$ cat config.mk
export PLATFORM = sky130hd
export DESIGN_NAME = posit_mac_sched
export DESIGN_NICKNAME = d
export VERILOG_FILES = /design/src/rtl/posit_mac_sched.sv
export SDC_FILE = /design/constraint.sdc
export NUM_CORES = 1
export LEC_CHECK = 0
export ABC_AREA = 1
export BUFFER_PORTS_ARGS = -buffer_cell sky130_fd_sc_hd__clkbuf_2
export CAP_MARGIN = 25
export CORE_UTILIZATION = 45
export DETAILED_ROUTE_END_ITERATION = 6
export HOLD_SLACK_MARGIN = 0.06
export PLACE_DENSITY = 0.78
export SYNTH_ARGS = -nofsm -noshare
export SYNTH_HDL_FRONTEND = slang
export SYNTH_SLANG_ARGS = --single-unit
$ cat constraint.sdc
create_clock -name clk_i -period 2.8 [get_ports clk_i]
set_input_delay 0.42 -clock clk_i [delete_from_list [all_inputs] [get_ports clk_i]]
set_output_delay 0.42 -clock clk_i [all_outputs]
set_load 0.02 [all_outputs]
$ cat src/rtl/posit_mac_sched.sv
// Sequencer that streams K weight/activation posit pairs per output into one posit_mac,
// waits for each result, writes it to the result memory and enforces the MAC's idle gap.
module posit_mac_sched #(
    parameter int WIDTH   = 8,
    parameter int K       = 1,
    parameter int AW      = 8,
    parameter int GAP     = 16,
    parameter int TIMEOUT = 64
) (
    input  logic             clk_i,
    input  logic             rst,
    input  logic             start_i,
    input  logic [AW-1:0]    n_out_i,
    input  logic [AW-1:0]    w_base_i,
    input  logic [AW-1:0]    d_base_i,
    input  logic [AW-1:0]    r_base_i,
    output logic             busy_o,
    output logic             done_o,
    output logic             err_o,
    output logic             w_rd_en_o,
    output logic [AW-1:0]    w_addr_o,
    input  logic [WIDTH-1:0] w_rdata_i,
    output logic             d_rd_en_o,
    output logic [AW-1:0]    d_addr_o,
    input  logic [WIDTH-1:0] d_rdata_i,
    output logic             mac_vld_o,
    output logic [WIDTH-1:0] mac_win_o,
    output logic [WIDTH-1:0] mac_din_o,
    input  logic             mac_vld_i,
    input  logic [WIDTH-1:0] mac_acc_i,
    output logic             r_wr_en_o,
    output logic [AW-1:0]    r_addr_o,
    output logic [WIDTH-1:0] r_wdata_o
);
    localparam int KW = $clog2(K + 1);
    localparam int TW = $clog2(((TIMEOUT > GAP) ? TIMEOUT : GAP) + 1);

    typedef enum logic [2:0] {
        S_IDLE,
        S_ISSUE,
        S_DRAIN,
        S_WRITE,
        S_GAP
    } state_t;

    state_t           state_q;
    logic [AW-1:0]    j_q, n_out_q, d_base_q, r_base_q;
    logic [AW-1:0]    w_addr_q, d_addr_q, r_addr_q;
    logic [KW-1:0]    k_q;
    logic [TW-1:0]    t_q;
    logic             busy_q, done_q, err_q, rd_en_q, mac_vld_q, vld_prev_q, r_wr_en_q;
    logic [WIDTH-1:0] r_wdata_q;

    logic mac_edge, last_k, last_j, gap_end, drain_expired;

    // Only the rising edge of mac_vld_i marks a new result; a held-high valid is ignored.
    assign mac_edge      = mac_vld_i & ~vld_prev_q;
    assign last_k        = (k_q == KW'(K - 1));
    assign last_j        = (j_q == n_out_q - AW'(1));
    assign gap_end       = (t_q == TW'(GAP - 1));
    assign drain_expired = (t_q == TW'(TIMEOUT - 1));

    always_ff @(posedge clk_i) begin
        if (rst) begin
            state_q    <= S_IDLE;
            j_q        <= '0;
            n_out_q    <= '0;
            d_base_q   <= '0;
            r_base_q   <= '0;
            w_addr_q   <= '0;
            d_addr_q   <= '0;
            r_addr_q   <= '0;
            k_q        <= '0;
            t_q        <= '0;
            busy_q     <= 1'b0;
            done_q     <= 1'b0;
            err_q      <= 1'b0;
            rd_en_q    <= 1'b0;
            mac_vld_q  <= 1'b0;
            vld_prev_q <= 1'b0;
            r_wr_en_q  <= 1'b0;
            r_wdata_q  <= '0;
        end else begin
            done_q     <= 1'b0;
            r_wr_en_q  <= 1'b0;
            rd_en_q    <= 1'b0;
            mac_vld_q  <= rd_en_q;
            vld_prev_q <= mac_vld_i;
            case (state_q)
                S_IDLE: begin
                    if (start_i) begin
                        err_q <= 1'b0;
                        if (n_out_i == '0) begin
                            done_q <= 1'b1;
                        end else begin
                            n_out_q  <= n_out_i;
                            d_base_q <= d_base_i;
                            r_base_q <= r_base_i;
                            j_q      <= '0;
                            k_q      <= '0;
                            w_addr_q <= w_base_i;
                            d_addr_q <= d_base_i;
                            rd_en_q  <= 1'b1;
                            busy_q   <= 1'b1;
                            state_q  <= S_ISSUE;
                        end
                    end
                end
                S_ISSUE: begin
                    if (last_k) begin
                        t_q     <= '0;
                        state_q <= S_DRAIN;
                    end else begin
                        k_q      <= k_q + KW'(1);
                        w_addr_q <= w_addr_q + AW'(1);
                        d_addr_q <= d_addr_q + AW'(1);
                        rd_en_q  <= 1'b1;
                    end
                end
                S_DRAIN: begin
                    if (mac_edge) begin
                        r_wdata_q <= mac_acc_i;
                        r_addr_q  <= r_base_q + j_q;
                        r_wr_en_q <= 1'b1;
                        state_q   <= S_WRITE;
                    end else if (drain_expired) begin
                        err_q   <= 1'b1;
                        done_q  <= 1'b1;
                        busy_q  <= 1'b0;
                        state_q <= S_IDLE;
                    end else begin
                        t_q <= t_q + TW'(1);
                    end
                end
                S_WRITE: begin
                    t_q     <= '0;
                    state_q <= S_GAP;
                end
                S_GAP: begin
                    if (!gap_end) begin
                        t_q <= t_q + TW'(1);
                    end else if (last_j) begin
                        done_q  <= 1'b1;
                        busy_q  <= 1'b0;
                        state_q <= S_IDLE;
                    end else begin
                        // Weights of consecutive outputs are contiguous, so the pointer just continues.
                        j_q      <= j_q + AW'(1);
                        k_q      <= '0;
                        w_addr_q <= w_addr_q + AW'(1);
                        d_addr_q <= d_base_q;
                        rd_en_q  <= 1'b1;
                        state_q  <= S_ISSUE;
                    end
                end
                default: state_q <= S_IDLE;
            endcase
        end
    end

    assign busy_o    = busy_q;
    assign done_o    = done_q;
    assign err_o     = err_q;
    assign w_rd_en_o = rd_en_q;
    assign d_rd_en_o = rd_en_q;
    assign w_addr_o  = w_addr_q;
    assign d_addr_o  = d_addr_q;
    assign mac_vld_o = mac_vld_q;
    assign mac_win_o = mac_vld_q ? w_rdata_i : '0;
    assign mac_din_o = mac_vld_q ? d_rdata_i : '0;
    assign r_wr_en_o = r_wr_en_q;
    assign r_addr_o  = r_addr_q;
    assign r_wdata_o = r_wdata_q;

endmodule

# [Yosys cells after proc, flatten, opt, wreduce, memory -nomap -nowiden]
# Index checks and enable logic that the tools add are counted.
[totals] reg_bits=82 output_inout_bits=55 word_cells=128
[classes] add_sub_neg=7 n_eq_ne=19 n_mux=63 bitwise=4 n_reduce_logical=17
[ops] op="8-bit 2-to-1 mux" count=16
[ops] op="8-bit one-hot mux with 3 select lines" count=2
[ops] op="7-bit 2-to-1 mux" count=4
[ops] op="7-bit one-hot mux with 4 select lines" count=1
[ops] op="1-bit 2-to-1 mux" count=27
[ops] op="8-bit by 1-bit adder with 8-bit output, second input constant" count=3
[ops] op="2-bit != test, second input constant" count=11
[ops] op="5-bit AND reduction" count=4
[ops] op="3-bit 2-to-1 mux" count=6
[ops] op="8-bit one-hot mux with 2 select lines" count=1
[ops] op="3-bit one-hot mux with 5 select lines" count=1
[ops] op="1-bit one-hot mux with 3 select lines" count=4
[ops] op="8-bit adder" count=1
[ops] op="8-bit equality test" count=1
[ops] op="8-bit logical NOT" count=1
[ops] op="8-bit by 1-bit subtractor with 8-bit output, second input constant" count=1
[ops] op="7-bit by 1-bit adder with 7-bit output, second input constant" count=1
[ops] op="7-bit by 4-bit equality test with 1-bit output, second input constant" count=1
[ops] op="7-bit by 6-bit equality test with 1-bit output, second input constant" count=1
[ops] op="7-bit AND reduction" count=1
[ops] op="3-bit by 2-bit equality test with 1-bit output, second input constant" count=2
[ops] op="6-bit AND reduction" count=1
[ops] op="3-bit nonzero test" count=2
[ops] op="4-bit AND reduction" count=1
[ops] op="13 further kinds" count=16

# [Longest topological paths before layout]
# Gate-level depths: netlist (run 1).
[depth] depth_word=5 ltp_mapped=15

# [Worst setup path after synthesis (run 1)]
# No wires, ideal clock.
[synth_timing] path_kind="reg2reg" startpoint="register j_q[0]" endpoint="register r_addr_q[6] (netlist: r_addr_o[6])" setup_time_ns=0.113 t_arrival_ns=1.722 t_required_ns=2.687 setup_slack_ns=0.965 path_stages_with_launch=10 n_path_buf=0 path_cell_list="dfxtp_1 ha_1 inv_1 fa_1 o21ai_0 a21oi_1 o21bai_1 nor2_1 o21ai_1 inv_1"
[synth_between] elab_chain_len=1
[synth_lines] element="from (decl)" line_no="47" rtl="logic [AW-1:0] j_q, n_out_q, d_base_q, r_base_q;"
[synth_lines] element="from (signal assigned)" line_no="148" rtl="j_q <= j_q + AW'(1);"
[synth_lines] element="8-bit adder" line_no="123" rtl="r_addr_q <= r_base_q + j_q;"
[synth_lines] element="to (signal assigned)" line_no="123"
[synth_lines] element="to (decl)" line_no="48" rtl="logic [AW-1:0] w_addr_q, d_addr_q, r_addr_q;"
# Every way passes these cells.
# A chain may end at the register's enable or synchronous reset.

# [Worst setup path after layout (run 1)]
[layout_timing] startpoint="register n_out_q[0]" endpoint="register w_addr_q[1] (netlist: w_addr_o[1])"
[layout_between] elab_chain_len=4
[layout_lines] element="from (decl)" line_no="47"
[layout_lines] element="from (signal assigned)" line_no="96" rtl="n_out_q <= n_out_i;"
[layout_lines] element="8-bit by 1-bit subtractor with 8-bit output" line_no="59" rtl="assign last_j = (j_q == n_out_q - AW'(1));"
[layout_lines] element="8-bit equality test" line_no="59"
[layout_lines] element="2-bit != test (no line)"
[layout_lines] element="6-bit AND reduction (no line)"
[layout_lines] element="to (signal assigned)" line_no="101" rtl="w_addr_q <= w_base_i;"
[layout_lines] element="to (signal assigned)" line_no="115" rtl="w_addr_q <= w_addr_q + AW'(1);"
[layout_lines] element="to (signal assigned)" line_no="150" rtl="w_addr_q <= w_addr_q + AW'(1);"
[layout_lines] element="to (decl)" line_no="48"
# Every way passes these cells.

==> metrics.md, run 1 <==
| Metric | Value |
|---|---|
| Outcome | `complete, no violations` |
| Critical path's most frequent cell | `nor2_1` |
| Core ar. | `9860 um^2` |
| Antenna Nets Post-Route | `0` |
| Seq pwr share | `37.0%` |
| H-tree Lvls | `3` |
| Die H | `103 um` |
| Fin crit period | `2.17 ns` |
| 1st-iter DRT viols | `214` |
| CP required | `3.06 ns` |
| Arrival time worst endpoint | `2.42 ns` |
| Nets | `879` |
| DR vias/cell | `4.89` |
| CTS tree | `built` |
| Post-route insts no fill | `944` |
| Endpoints failing setup | `0` |
| Part of the power in combinational logic | `44.9%` |
| Leakage | `2.74 nW` |
| DRC viols | `0` |
| Max transition margin | `61.7%` |
| Top Ports | `115` |
| Post-Synthesis Cells | `700` |
| Share of cells above drive strength 1 | `21.6%` |
| Resized cells post-CTS | `0` |
| Crit Path Category | `reg -> reg` |
| Post-Syn Area | `4620 um^2` |
| Net Sw Frac | `44.2%` |
| Register area share after synthesis | `35.1%` |
| Die ar. | `10,700 um^2` |
| Maximum clock insertion buffer count | `2` |
| Clock transition at path regs | `0.08 ns` |
| First-pass GRT wire length | `18,800 um` |
| Synth Warn # | `0` |
| Area contributors post-synth | `dfxtp_1 (35%), nand2_1 (12%), nor2_1 (11%)` |
| Net Sw Power | `2.05 mW` |
| RSZ-0062 raised after global routing | `no` |
| Syn Nets | `773` |
| CP cell instances | `inv_2 -> ha_1 -> nand2_1 -> nor2_1 -> nand3_1 -> nand2_1 -> nand3_1 -> nor2_4 -> nand3_4 -> nand2_4 -> inv_4 -> nor2_1 -> nor2_1` |
| Post-CTS Hold Buffers | `0` |
| MaxCap Viol Count | `0` |
| Total global-route track usage | `22.6%` |
| Total number of vias | `4,619` |
| TritonCTS Buffers | `9` |
| Detail Placement HPWL | `8440 um` |
| Postcts setup bufs | `0` |
| PwrDens | `846 nW/um^2` |
| Antenna violations before repair | `0` |
| #FFs+latches synth | `81` |
| CP Capture Type | `register` |
| Fin Setup TNS | `0 ns` |
| Dominant synthesized flop cell | `dfxtp_1` |
| Vias in the first global route | `4,276` |
| Row cnt | `36` |
| Cell variety after synth | `46` |
| Antenna cell count | `0` |
| Util after Layout | `55.5%` |
| Starting Density | `46.9%` |
| Worst-Margin Slew | `0.570 ns` |
| Largest area contributor in the netlist | `dfxtp_1` |
| Crit Path Max Fanout | `25` |
| Slowest stage delay, CP | `0.34 ns` |
| Worst hold path type | `in -> reg` |
| Final Wtd Congestion | `0.878` |
| Critical Path Source Type | `register` |
| Final Hold Violating Endpoints | `0` |
| Post-synth ARST share | `0%` |
| Clk_skew | `0.00946 ns` |
| DR pass1 iterations | `5` |
| Area growth, synth to finish | `18.5%` |
| # port buffers | `114` |
| Dpl cells | `928` |
| Yosys top cell area share | `35.1%` |
| Pins Over Slew Limit | `0` |
| Post-synth EDFFs | `0` |
| CP max-delay cell | `dfxtp_1` |
| Pwr Total | `4.63 mW` |
| Syn_area_per_cell | `6.60 um^2` |
| Chip width | `103 um` |
| Max VDD drop | `0.445 mV` |
| Clock share of power | `18.1%` |
| Clock Tree Root | `clkbuf_8` |
| Clock sink count | `81` |
| GRT Residual Overflow | `0` |
| Latest clock arrival within the worst-skew pair | `0.36 ns` |
| Final period utilization | `77.3%` |
| Drt total wl | `11,200 um` |
| P_int | `2.59 mW` |
| Avg WL per Cell | `11.9 um` |
| Largest net degree at the start of global routing | `34` |
| Fmax | `462 MHz` |
-- power by group through the flow --
stage	Clock (mW)	Sequential, mW	Combinational, mW
final	0.839	1.72	2.08
after global routing	0.897	1.76	2.37
after CTS	0.854	1.71	2.09
after detailed placement	0	1.73	2.08
after global placement	0	1.74	2.04
after floorplan	0	1.85	1.44
-- path summary, 6_finish.rpt --
check	from	end	slack, ns	cells after the start
min reg2reg	d_base_q[2]$_SDFFE_PP0P_	d_base_q[2]$_SDFFE_PP0P_	0.45	2
min	mac_vld_i	vld_prev_q$_SDFF_PP0_	0.28	3
max	n_out_q[0]$_SDFFE_PP0P_	w_addr_o[1]$_SDFFE_PP0P_	0.63	13
max reg2reg	n_out_q[0]$_SDFFE_PP0P_	w_addr_o[1]$_SDFFE_PP0P_	0.63	13
-- state kept, by name (all words and copies together) (netlist names) --
name,cells
d_addr_o,8
d_base_q,8
j_q,8
n_out_q,8
r_addr_o,8
r_base_q,8
r_wdata_o,8
w_addr_o,8
t_q,7
state_q,3
busy_o,1
d_rd_en_o,1
done_o,1
err_o,1
mac_vld_o,1
r_wr_en_o,1
vld_prev_q,1
-- synth_stat cells, types with 4 or more instances --
library cell / n
nand3b_1: 6
buf_2: 10
inv_2: 9
ha_1: 12
inv_1: 72
nor3_1: 6
xor2_1: 11
a21oi_1: 39
nor3b_1: 4
o21ai_0: 46
nand2_2: 4
xnor2_1: 5
nor2_1: 133
nor2_2: 13
nand3_1: 53
nand2_1: 143
clkbuf_1: 11
dfxtp_1: 81
-- cell type report --
cell class | instances | area [um^2]
clock inverter | 3 | 40.0
sequential | 81 | 1620
timing repair buffer | 122 | 631
inverter | 82 | 310
fill | 984 | 4390
multi-input combinational | 510 | 2560
clock buffer | 13 | 149
tap | 133 | 166
-- layout by cell type, fill, tap and decap left out, types with 2 or more instances in the layout --
| cell type | count |
|---|---|
| a211oi_1 | 2 |
| a21o_1 | 2 |
| a21oi_1 | 39 |
| a32o_1 | 2 |
| buf_4 | 8 |
| clkbuf_1 | 3 |
| clkbuf_2 | 114 |
| clkbuf_8 | 10 |
| clkinv_2 | 2 |
| dfxtp_1 | 81 |
| ha_1 | 12 |
| inv_1 | 72 |
| inv_2 | 9 |
| nand2_1 | 143 |
| nand2_2 | 4 |
| nand2_4 | 2 |
| nand3_1 | 53 |
| nand3_2 | 2 |
| nand3b_1 | 6 |
| nand4_1 | 2 |
| nor2_1 | 133 |
| nor2_2 | 13 |
| nor2_4 | 2 |
| nor3_1 | 6 |
| nor3b_1 | 4 |
| o211ai_1 | 2 |
| o21ai_0 | 46 |
| o21ai_1 | 3 |
| o21bai_1 | 2 |
| xnor2_1 | 5 |
| xor2_1 | 11 |
-- critical path, delay by kind of cell (launching register included) --
family | cells | cell delay, ns
adder cells (fa/ha/maj) | 1 | 0.22
buffers and inverters | 2 | 0.24
flip-flops | 1 | 0.34
AND/OR/NAND/NOR | 10 | 1.27
-- cells by family (layout without fill, tap and decap cells) --
family	after synthesis	after routing	synth area share, %
xor+xnor	16	16	3.03
buf+inv	109	220	9.58
flops	81	81	35.1
simple gates	376	376	36.1
compound gates	105	105	12.5
fa+ha+maj	13	13	3.68
-- layer usage --
| metal | part of all wire [%] | GRT usage [%] | vias to the layer above |
|---|---|---|---|
| met4 | 1.6 | 8.23 | 0 |
| met3 | 5.8 | 5.71 | 17 |
| met1 | 46 | 27.5 | 2030 |
| li1 | - | - | 2448 |
| met2 | 47 | 38.5 | 124 |
| met5 | 0 | 0 | - |
-- through the flow --
| step | worst slack [ns] | instance area [um^2] | hold slack, ns |
|---|---|---|---|
| finish | 0.635 | 5480 | 0.283 |
| global route | 0.378 | 5480 | 0.286 |
| CTS | 0.634 | 5480 | 0.277 |
| detailed placement | 0.644 | 5290 | 0.447 |
| global placement | 0.709 | 5290 | 0.442 |
| floorplan | 0.965 | 4620 | 0.430 |
(Power assumes the default switching activity.)
==> run 2, diff against run 1 <==
Settings changed: PLACE_DENSITY 0.78 to 0.81.
Clock period 2.8 ns to 1.8 ns, I/O delays scaled along.
==> run 2 against run 1 <==
Against the previous run: critical path type unchanged; final area increased by 8.7%; critical endpoint is now j_q[6]$_SDFFE_PP0P_; critical path depth unchanged; utilization increased by 4.8 points; the flow now finishes with violations (negative setup slack).
==> metrics.md, run 2 (synthesis gave the netlist of run 1 again) <==
| Metric | Value |
|---|---|
| Share of cells above drive strength 1 | `28.7% (was 21.6%)` |
| Most Used Layer, Global Route | `met2 (unchanged)` |
| Fmax | `554 MHz (was 462 MHz)` |
| Top Ports | `115 (unchanged)` |
| Worst hold path type | `in -> reg (unchanged)` |
| Post-CTS Hold Buffers | `0 (unchanged)` |
| Vias in the first global route | `4,437 (was 4,276)` |
| Clock transition at path regs | `0.09 ns (was 0.08 ns)` |
| Nets | `912 (was 879)` |
| Die H | `103 um (unchanged)` |
| Outcome | `finished, violations left (was complete, no violations)` |
| Core ar. | `9860 um^2 (unchanged)` |
| Arrival time worst endpoint | `2.11 ns (was 2.42 ns)` |
| Hold slack | `0.120 ns (was 0.283 ns)` |
| PwrDens | `1340 nW/um^2 (was 846 nW/um^2)` |
| Final Wtd Congestion | `0.876 (was 0.878)` |
| # port buffers | `114 (unchanged)` |
| Final Hold Violating Endpoints | `0 (unchanged)` |
| Detail Placement HPWL | `8540 um (was 8440 um)` |
| Drt total wl | `12,400 um (was 11,200 um)` |
| Clock sink count | `81 (unchanged)` |
| CTS tree | `built (unchanged)` |
| DP Worst Slack | `-0.0178 ns (was 0.644 ns)` |
| Clk_skew | `0.0120 ns (was 0.00946 ns)` |
| Row cnt | `36 (unchanged)` |
| First-pass GRT wire length | `19,800 um (was 18,800 um)` |
| TritonCTS Buffers | `9 (unchanged)` |
| H-tree Lvls | `3 (unchanged)` |
| Worst Slack Setup Final | `-0.00608 ns (was 0.635 ns)` |
| GR Util met1 | `29.5% (was 27.5%)` |
| Avg WL per Cell | `12.7 um (was 11.9 um)` |
| Antenna cell count | `0 (unchanged)` |
| 1st-iter DRT viols | `252 (was 214)` |
| Total number of vias | `4,927 (was 4,619)` |
| Pins Over Slew Limit | `0 (unchanged)` |
| Largest net degree at the start of global routing | `35 (was 34)` |
| Met2 Use GR | `41.1% (was 38.5%)` |
| Clock Tree Root | `clkbuf_8 (unchanged)` |
| Latest clock arrival within the worst-skew pair | `0.37 ns (was 0.36 ns)` |
| DRC viols | `0 (unchanged)` |
| MaxCap Viol Count | `0 (unchanged)` |
| Area growth, synth to finish | `28.8% (was 18.5%)` |
| Most frequent cells in the layout | `nand2_1 (136), nor2_1 (128), clkbuf_2 (114), dfxtp_1 (76), inv_1 (70) (was nand2_1 (143), nor2_1 (133), clkbuf_2 (114), dfxtp_1 (81), inv_1 (72))` |
| Fin crit period | `1.81 ns (was 2.17 ns)` |
| Final period utilization | `100% (was 77.3%)` |
| Antenna Nets Post-Route | `0 (unchanged)` |
| Starting Density | `46.9% (unchanged)` |
| DR vias/cell | `5.04 (was 4.89)` |
| Worst-Margin Slew | `0.479 ns (was 0.570 ns)` |
| Endpoints failing setup | `2 (was 0)` |
| Max transition margin | `67.8% (was 61.7%)` |
| Leakage | `2.94 nW (was 2.74 nW)` |
| Antenna violations before repair | `0 (unchanged)` |
| Post-route insts no fill | `977 (was 944)` |
| Crit Path Max Fanout | `6 (was 25)` |
| Commonest non-fill, non-tap cell in the layout | `nand2_1 (unchanged)` |
| Fin Setup TNS | `-0.0110 ns (was 0 ns)` |
| Critical Path Source Type | `register (unchanged)` |
| Max VDD drop | `0.754 mV (was 0.445 mV)` |
| Crit Path Category | `reg -> reg (unchanged)` |
| Met3 Use GR | `3.97% (was 5.71%)` |
| Total global-route track usage | `23.6% (was 22.6%)` |
| GRT Residual Overflow | `0 (unchanged)` |
| Maximum clock insertion buffer count | `2 (unchanged)` |
| Dpl cells | `951 (was 928)` |
| DR pass1 iterations | `5 (unchanged)` |
| RSZ-0062 raised after global routing | `yes (was no)` |
| CP required | `2.10 ns (was 3.06 ns)` |
| CP Capture Type | `register (unchanged)` |
| Pwr Total | `7.95 mW (was 4.63 mW)` |
| Chip width | `103 um (unchanged)` |
| Die ar. | `10,700 um^2 (unchanged)` |
| Failing checks | `negative setup slack` |
run 2: critical path, stage by stage, from the launching register on:
cell and delay [ns]:
dfxtp_2 0.33, buf_4 0.14, nor2_4 0.14, nand2_2 0.10
inv_2 0.06, nand2_1 0.05, nand2_1 0.08, nand3_2 0.08
nor2_4 0.16, nand3_4 0.15, nand2_8 0.14, buf_6 0.13
nand2_1 0.07, a21oi_2 0.13
run 2: layout make-up:
| class | instances | area (um^2) |
|---|---|---|
| clock inverter | 4 | 52.6 |
| timing repair buffer | 153 | 930 |
| tap | 133 | 166 |
| inverter | 82 | 319 |
| clock buffer | 12 | 145 |
| fill | 940 | 3910 |
| timing repair inverter | 2 | 15.0 |
| multi-input combinational | 510 | 2700 |
| sequential | 81 | 1630 |
run 2: report_power, final:
part           switching (mW)  internal (mW)
Sequential              0.410           2.23
Combinational            2.41           1.53
Clock                   0.693          0.680
run 2: final timing paths:
kind / depth (start not counted) / slack [ns] / from / to
max: 13 / -0.006 / n_out_q[1]$_SDFFE_PP0P_ / j_q[6]$_SDFFE_PP0P_
min: 3 / 0.12 / mac_vld_i / vld_prev_q$_SDFF_PP0_
max reg2reg: 13 / -0.006 / n_out_q[1]$_SDFFE_PP0P_ / j_q[6]$_SDFFE_PP0P_
min reg2reg: 2 / 0.44 / d_rd_en_o$_SDFF_PP0_ / mac_vld_o$_SDFF_PP0_
run 2: per-stage QoR:
stage | util [%] | instance area (um^2)
after floorplan | - | 4620
after global placement | 55.5 | 5470
after CTS | 58.0 | 5720
after global routing | 60.4 | 5950
after detailed placement | 55.5 | 5470
final | 60.4 | 5950
run 2: what timing repair did:
| action | 4_1_cts | 5_1_grt |
|---|---|---|
| setup buffers | 1 | 7 |
| resized for setup | 11 | 44 |
| gates cloned | 1 | 1 |
| pin swaps | 0 | 16 |
| endpoints found under the hold margin | 0 | 0 |
| setup endpoints to repair | 14 | 63 |
run 2: layer usage:
metal | wire (um) | part of all wire, %
met5 | 0 | 0
met4 | 143 | 1.2
met3 | 866 | 7.0
met2 | 5970 | 48
met1 | 5430 | 44
==> run 3, diff against run 2 <==
Settings changed: ABC_AREA 1 to unset, PLACE_DENSITY 0.81 to 0.82.
==> run 3 against run 2 <==
Against the previous run: the flow still finishes with violations (negative setup slack); utilization up 7.1 points; sequential power down 22%; largest power group is now sequential cells; combinational power down 59%.
==> metrics.md, run 3 <==
| Metric | Value |
|---|---|
| Register Area | `1640 um^2 (was 1630 um^2)` |
| Worst R2R Start | `n_out_q[1]$_SDFFE_PP0P_ (unchanged)` |
| Seq pwr share | `40.8% (was 33.2%)` |
| Row cnt | `35 (was 36)` |
| Detail Placement HPWL | `9360 um (was 8540 um)` |
| Post-Syn Area | `4280 um^2 (was 4620 um^2)` |
| Post-Synthesis Cells | `544 (was 700)` |
| Worst-Margin Slew | `0.491 ns (was 0.479 ns)` |
| Max VDD drop | `0.518 mV (was 0.754 mV)` |
| Clock sink count | `81 (unchanged)` |
| Net Sw Frac | `34.6% (was 44.2%)` |
| GRT Residual Overflow | `0 (unchanged)` |
| Failing checks | `negative setup slack (unchanged)` |
| Yosys top cell area share | `37.9% (was 35.1%)` |
| Antenna cell count | `0 (unchanged)` |
| Die H | `99.5 um (was 103 um)` |
| Final Hold Violating Endpoints | `0 (unchanged)` |
| Syn Nets | `617 (was 773)` |
| TritonCTS Buffers | `9 (unchanged)` |
| CTS tree | `built (unchanged)` |
| Core ar. | `9240 um^2 (was 9860 um^2)` |
| Filler cell count | `688 (was 940)` |
| Drt total wl | `13,700 um (was 12,400 um)` |
| Critical Path Source Type | `register (unchanged)` |
| Clock transition at path regs | `0.09 ns (about the same)` |
| Post-route insts no fill | `862 (was 977)` |
| Largest net degree at the start of global routing | `43 (was 35)` |
| Hold slack | `0.105 ns (was 0.120 ns)` |
| Synth Warn # | `0 (unchanged)` |
| Worst hold path type | `in -> reg (unchanged)` |
| Vias in the first global route | `4,535 (was 4,437)` |
| Dpl cells | `840 (was 951)` |
| 1st-iter DRT viols | `282 (was 252)` |
| Register area share after synthesis | `37.9% (was 35.1%)` |
| Crit path capture | `w_addr_o[0]$_SDFFE_PP0P_ (was j_q[6]$_SDFFE_PP0P_)` |
| Flop2flop setup slack | `-0.43 ns (was -0.006 ns)` |
| Post-synth ARST share | `0% (unchanged)` |
| Max transition margin | `67.2% (was 67.8%)` |
| P_int | `3.32 mW (was 4.43 mW)` |
| Leakage | `2.67 nW (was 2.94 nW)` |
| Most common cell in the netlist | `nand2_1 (unchanged)` |
| DRC viols | `0 (unchanged)` |
| Avg WL per Cell | `15.9 um (was 12.7 um)` |
| Starting Density | `46.3% (was 46.9%)` |
| PwrDens | `814 nW/um^2 (was 1340 nW/um^2)` |
| Crit Path Max Fanout | `7 (was 6)` |
| Total global-route track usage | `26.3% (was 23.6%)` |
| Multi-input gate area | `2770 um^2 (was 2700 um^2)` |
| CP Launch Point | `n_out_q[1]$_SDFFE_PP0P_ (unchanged)` |
| Latest clock arrival within the worst-skew pair | `0.38 ns (was 0.37 ns)` |
| Pins Over Slew Limit | `0 (unchanged)` |
| MaxCap Viol Count | `0 (unchanged)` |
| # port buffers | `114 (unchanged)` |
| CP Capture Type | `register (unchanged)` |
| Final period utilization | `124% (was 100%)` |
| Area contributors post-synth | `dfxtp_1 (38%), nand2_1 (8.4%), a21oi_1 (6.8%) (was dfxtp_1 (35%), nand2_1 (12%), nor2_1 (11%))` |
| Clock Tree Root | `clkbuf_8 (unchanged)` |
| Cell variety after synth | `60 (was 46)` |
| Worst r2r dst | `w_addr_o[0]$_SDFFE_PP0P_ (was j_q[6]$_SDFFE_PP0P_)` |
| Commonest non-fill, non-tap cell in the layout | `clkbuf_2 (was nand2_1)` |
| RSZ-0062 raised after global routing | `yes (unchanged)` |
| Final Wtd Congestion | `0.851 (was 0.876)` |
| Clk_skew | `0.0109 ns (was 0.0120 ns)` |
| Post-synth EDFFs | `0 (unchanged)` |
| Share of cells above drive strength 1 | `39.4% (was 28.7%)` |
| Most frequent cells in the layout | `clkbuf_2 (114), nand2_1 (95), buf_4 (77), dfxtp_1 (71), a21oi_1 (51) (was nand2_1 (136), nor2_1 (128), clkbuf_2 (114), dfxtp_1 (76), inv_1 (70))` |
| DR vias/cell | `5.56 (was 5.04)` |
| Syn_area_per_cell | `7.86 um^2 (was 6.60 um^2)` |
| Top Ports | `115 (unchanged)` |
| H-tree Lvls | `3 (unchanged)` |
| Maximum clock insertion buffer count | `2 (unchanged)` |
| CP required | `2.07 ns (was 2.10 ns)` |
| Area growth, synth to finish | `45.6% (was 28.8%)` |
| Worst Slack Setup Final | `-0.435 ns (was -0.00608 ns)` |
| Chip width | `99.5 um (was 103 um)` |
| Fmax | `448 MHz (was 554 MHz)` |
| Fin crit period | `2.23 ns (was 1.81 ns)` |
| Crit Path Category | `reg -> reg (unchanged)` |
| DR pass1 iterations | `5 (unchanged)` |
| Reg2Reg Depth | `9 (was 13)` |
| Pwr Total | `5.07 mW (was 7.95 mW)` |
| Outcome | `finished, violations left (unchanged)` |
| Total number of vias | `4,793 (was 4,927)` |
| Net Sw Power | `1.75 mW (was 3.52 mW)` |
| Endpoints failing setup | `28 (was 2)` |
| Dominant synthesized flop cell | `dfxtp_1 (unchanged)` |
| Largest area contributor in the netlist | `dfxtp_1 (unchanged)` |
| Nets | `801 (was 912)` |
| First-pass GRT wire length | `20,600 um (was 19,800 um)` |
| Antenna violations before repair | `0 (unchanged)` |
| Antenna Nets Post-Route | `0 (unchanged)` |
| Die ar. | `9900 um^2 (was 10,700 um^2)` |
| List of most frequent post-synthesis cells | `nand2_1 (96), dfxtp_1 (81), a21oi_1 (58), nor2_1 (40) (was nand2_1 (143), nor2_1 (133), dfxtp_1 (81), inv_1 (72), nand3_1 (53))` |
| Clock share of power | `27.6% (was 17.3%)` |
| Part of the power in combinational logic | `31.6% (was 49.6%)` |
| Arrival time worst endpoint | `2.50 ns (was 2.11 ns)` |
| #FFs+latches synth | `81 (unchanged)` |
run 3: routing by layer:
layer | GRT usage, % | up-vias | wire length (um)
met2 | 49.4 | 229 | 7130
li1 | - | 2291 | -
met3 | 3.72 | 37 | 814
met5 | 0 | - | 0
met1 | 28.9 | 2236 | 5290
met4 | 12.7 | 0 | 440
run 3: area by class of cell:
type / instances / area share [%]
inverters: 24 / 1.45
repair buffers: 205 / 21.8
multi-input cells: 407 / 44.5
flip-flops and latches: 81 / 26.4
clock buffers: 10 / 2.21
clock inverters: 6 / 1.04
well taps: 129 / 2.59
run 3: what timing repair did:
item                       in CTS  in global routing
pin swaps                      12                 25
setup endpoints to repair      38                 69
resized for setup              32                 46
buffers inserted                4                  3
hold buffers                    0                  0
run 3: worst min path at each step:
stage | from | end | slack, ns | depth (start not counted)
after floorplan | mac_vld_i | vld_prev_q$_SDFF_PP0_ | 0.40 | 1
after global placement | r_wdata_o[6]$_SDFFE_PP0P_ | r_wdata_o[6]$_SDFFE_PP0P_ | 0.44 | 2
after detailed placement | r_addr_o[3]$_SDFFE_PP0P_ | r_addr_o[3]$_SDFFE_PP0P_ | 0.45 | 2
after CTS | mac_acc_i[2] | r_wdata_o[2]$_SDFFE_PP0P_ | 0.11 | 3
after global routing | mac_acc_i[6] | r_wdata_o[6]$_SDFFE_PP0P_ | 0.11 | 3
final | mac_acc_i[2] | r_wdata_o[2]$_SDFFE_PP0P_ | 0.11 | 3
run 3: worst max-delay path, cell delays in order (launching register included):
cell	delay (ns)
dfxtp_2	0.33
inv_2	0.06
ha_4	0.12
or3b_1	0.36
a211oi_2	0.19
o211a_1	0.25
o2111ai_4	0.21
buf_6	0.21
a311o_1	0.30
o41ai_2	0.07
run 3: kinds of logic (layout without fill, tap and decap cells):
kind of cell | after synthesis | after routing | share of synthesized area (%)
compound gates | 137 | 137 | 21.4
xor+xnor | 19 | 19 | 3.89
fa+ha+maj | 13 | 13 | 3.98
buf+inv | 56 | 245 | 5.24
flops | 81 | 81 | 37.9
mux | 9 | 9 | 2.16
simple gates | 229 | 229 | 25.4
run 3: power groups by stage:
stage                     combinational, mW  clock [mW]  sequential, mW
final                                  1.60        1.40            2.07
after global routing                   1.74        1.48            2.08
after CTS                              1.48        1.40            2.06
after detailed placement               1.44           0            2.10
after global placement                 1.38           0            2.09
after floorplan                       0.763           0            2.17
run 3: per-stage QoR:
step | cell area [um^2] | utilization (%) | setup TNS (ns) | setup slack, ns
CTS | 6000 | 64.9 | -7.55 | -0.347
finish | 6230 | 67.4 | -8.65 | -0.435
global route | 6230 | 67.4 | -11.45 | -0.515
global placement | 5670 | 61.4 | -5.43 | -0.253
detailed placement | 5670 | 61.4 | -7.81 | -0.342
floorplan | 4370 | - | -3.86 | -0.200
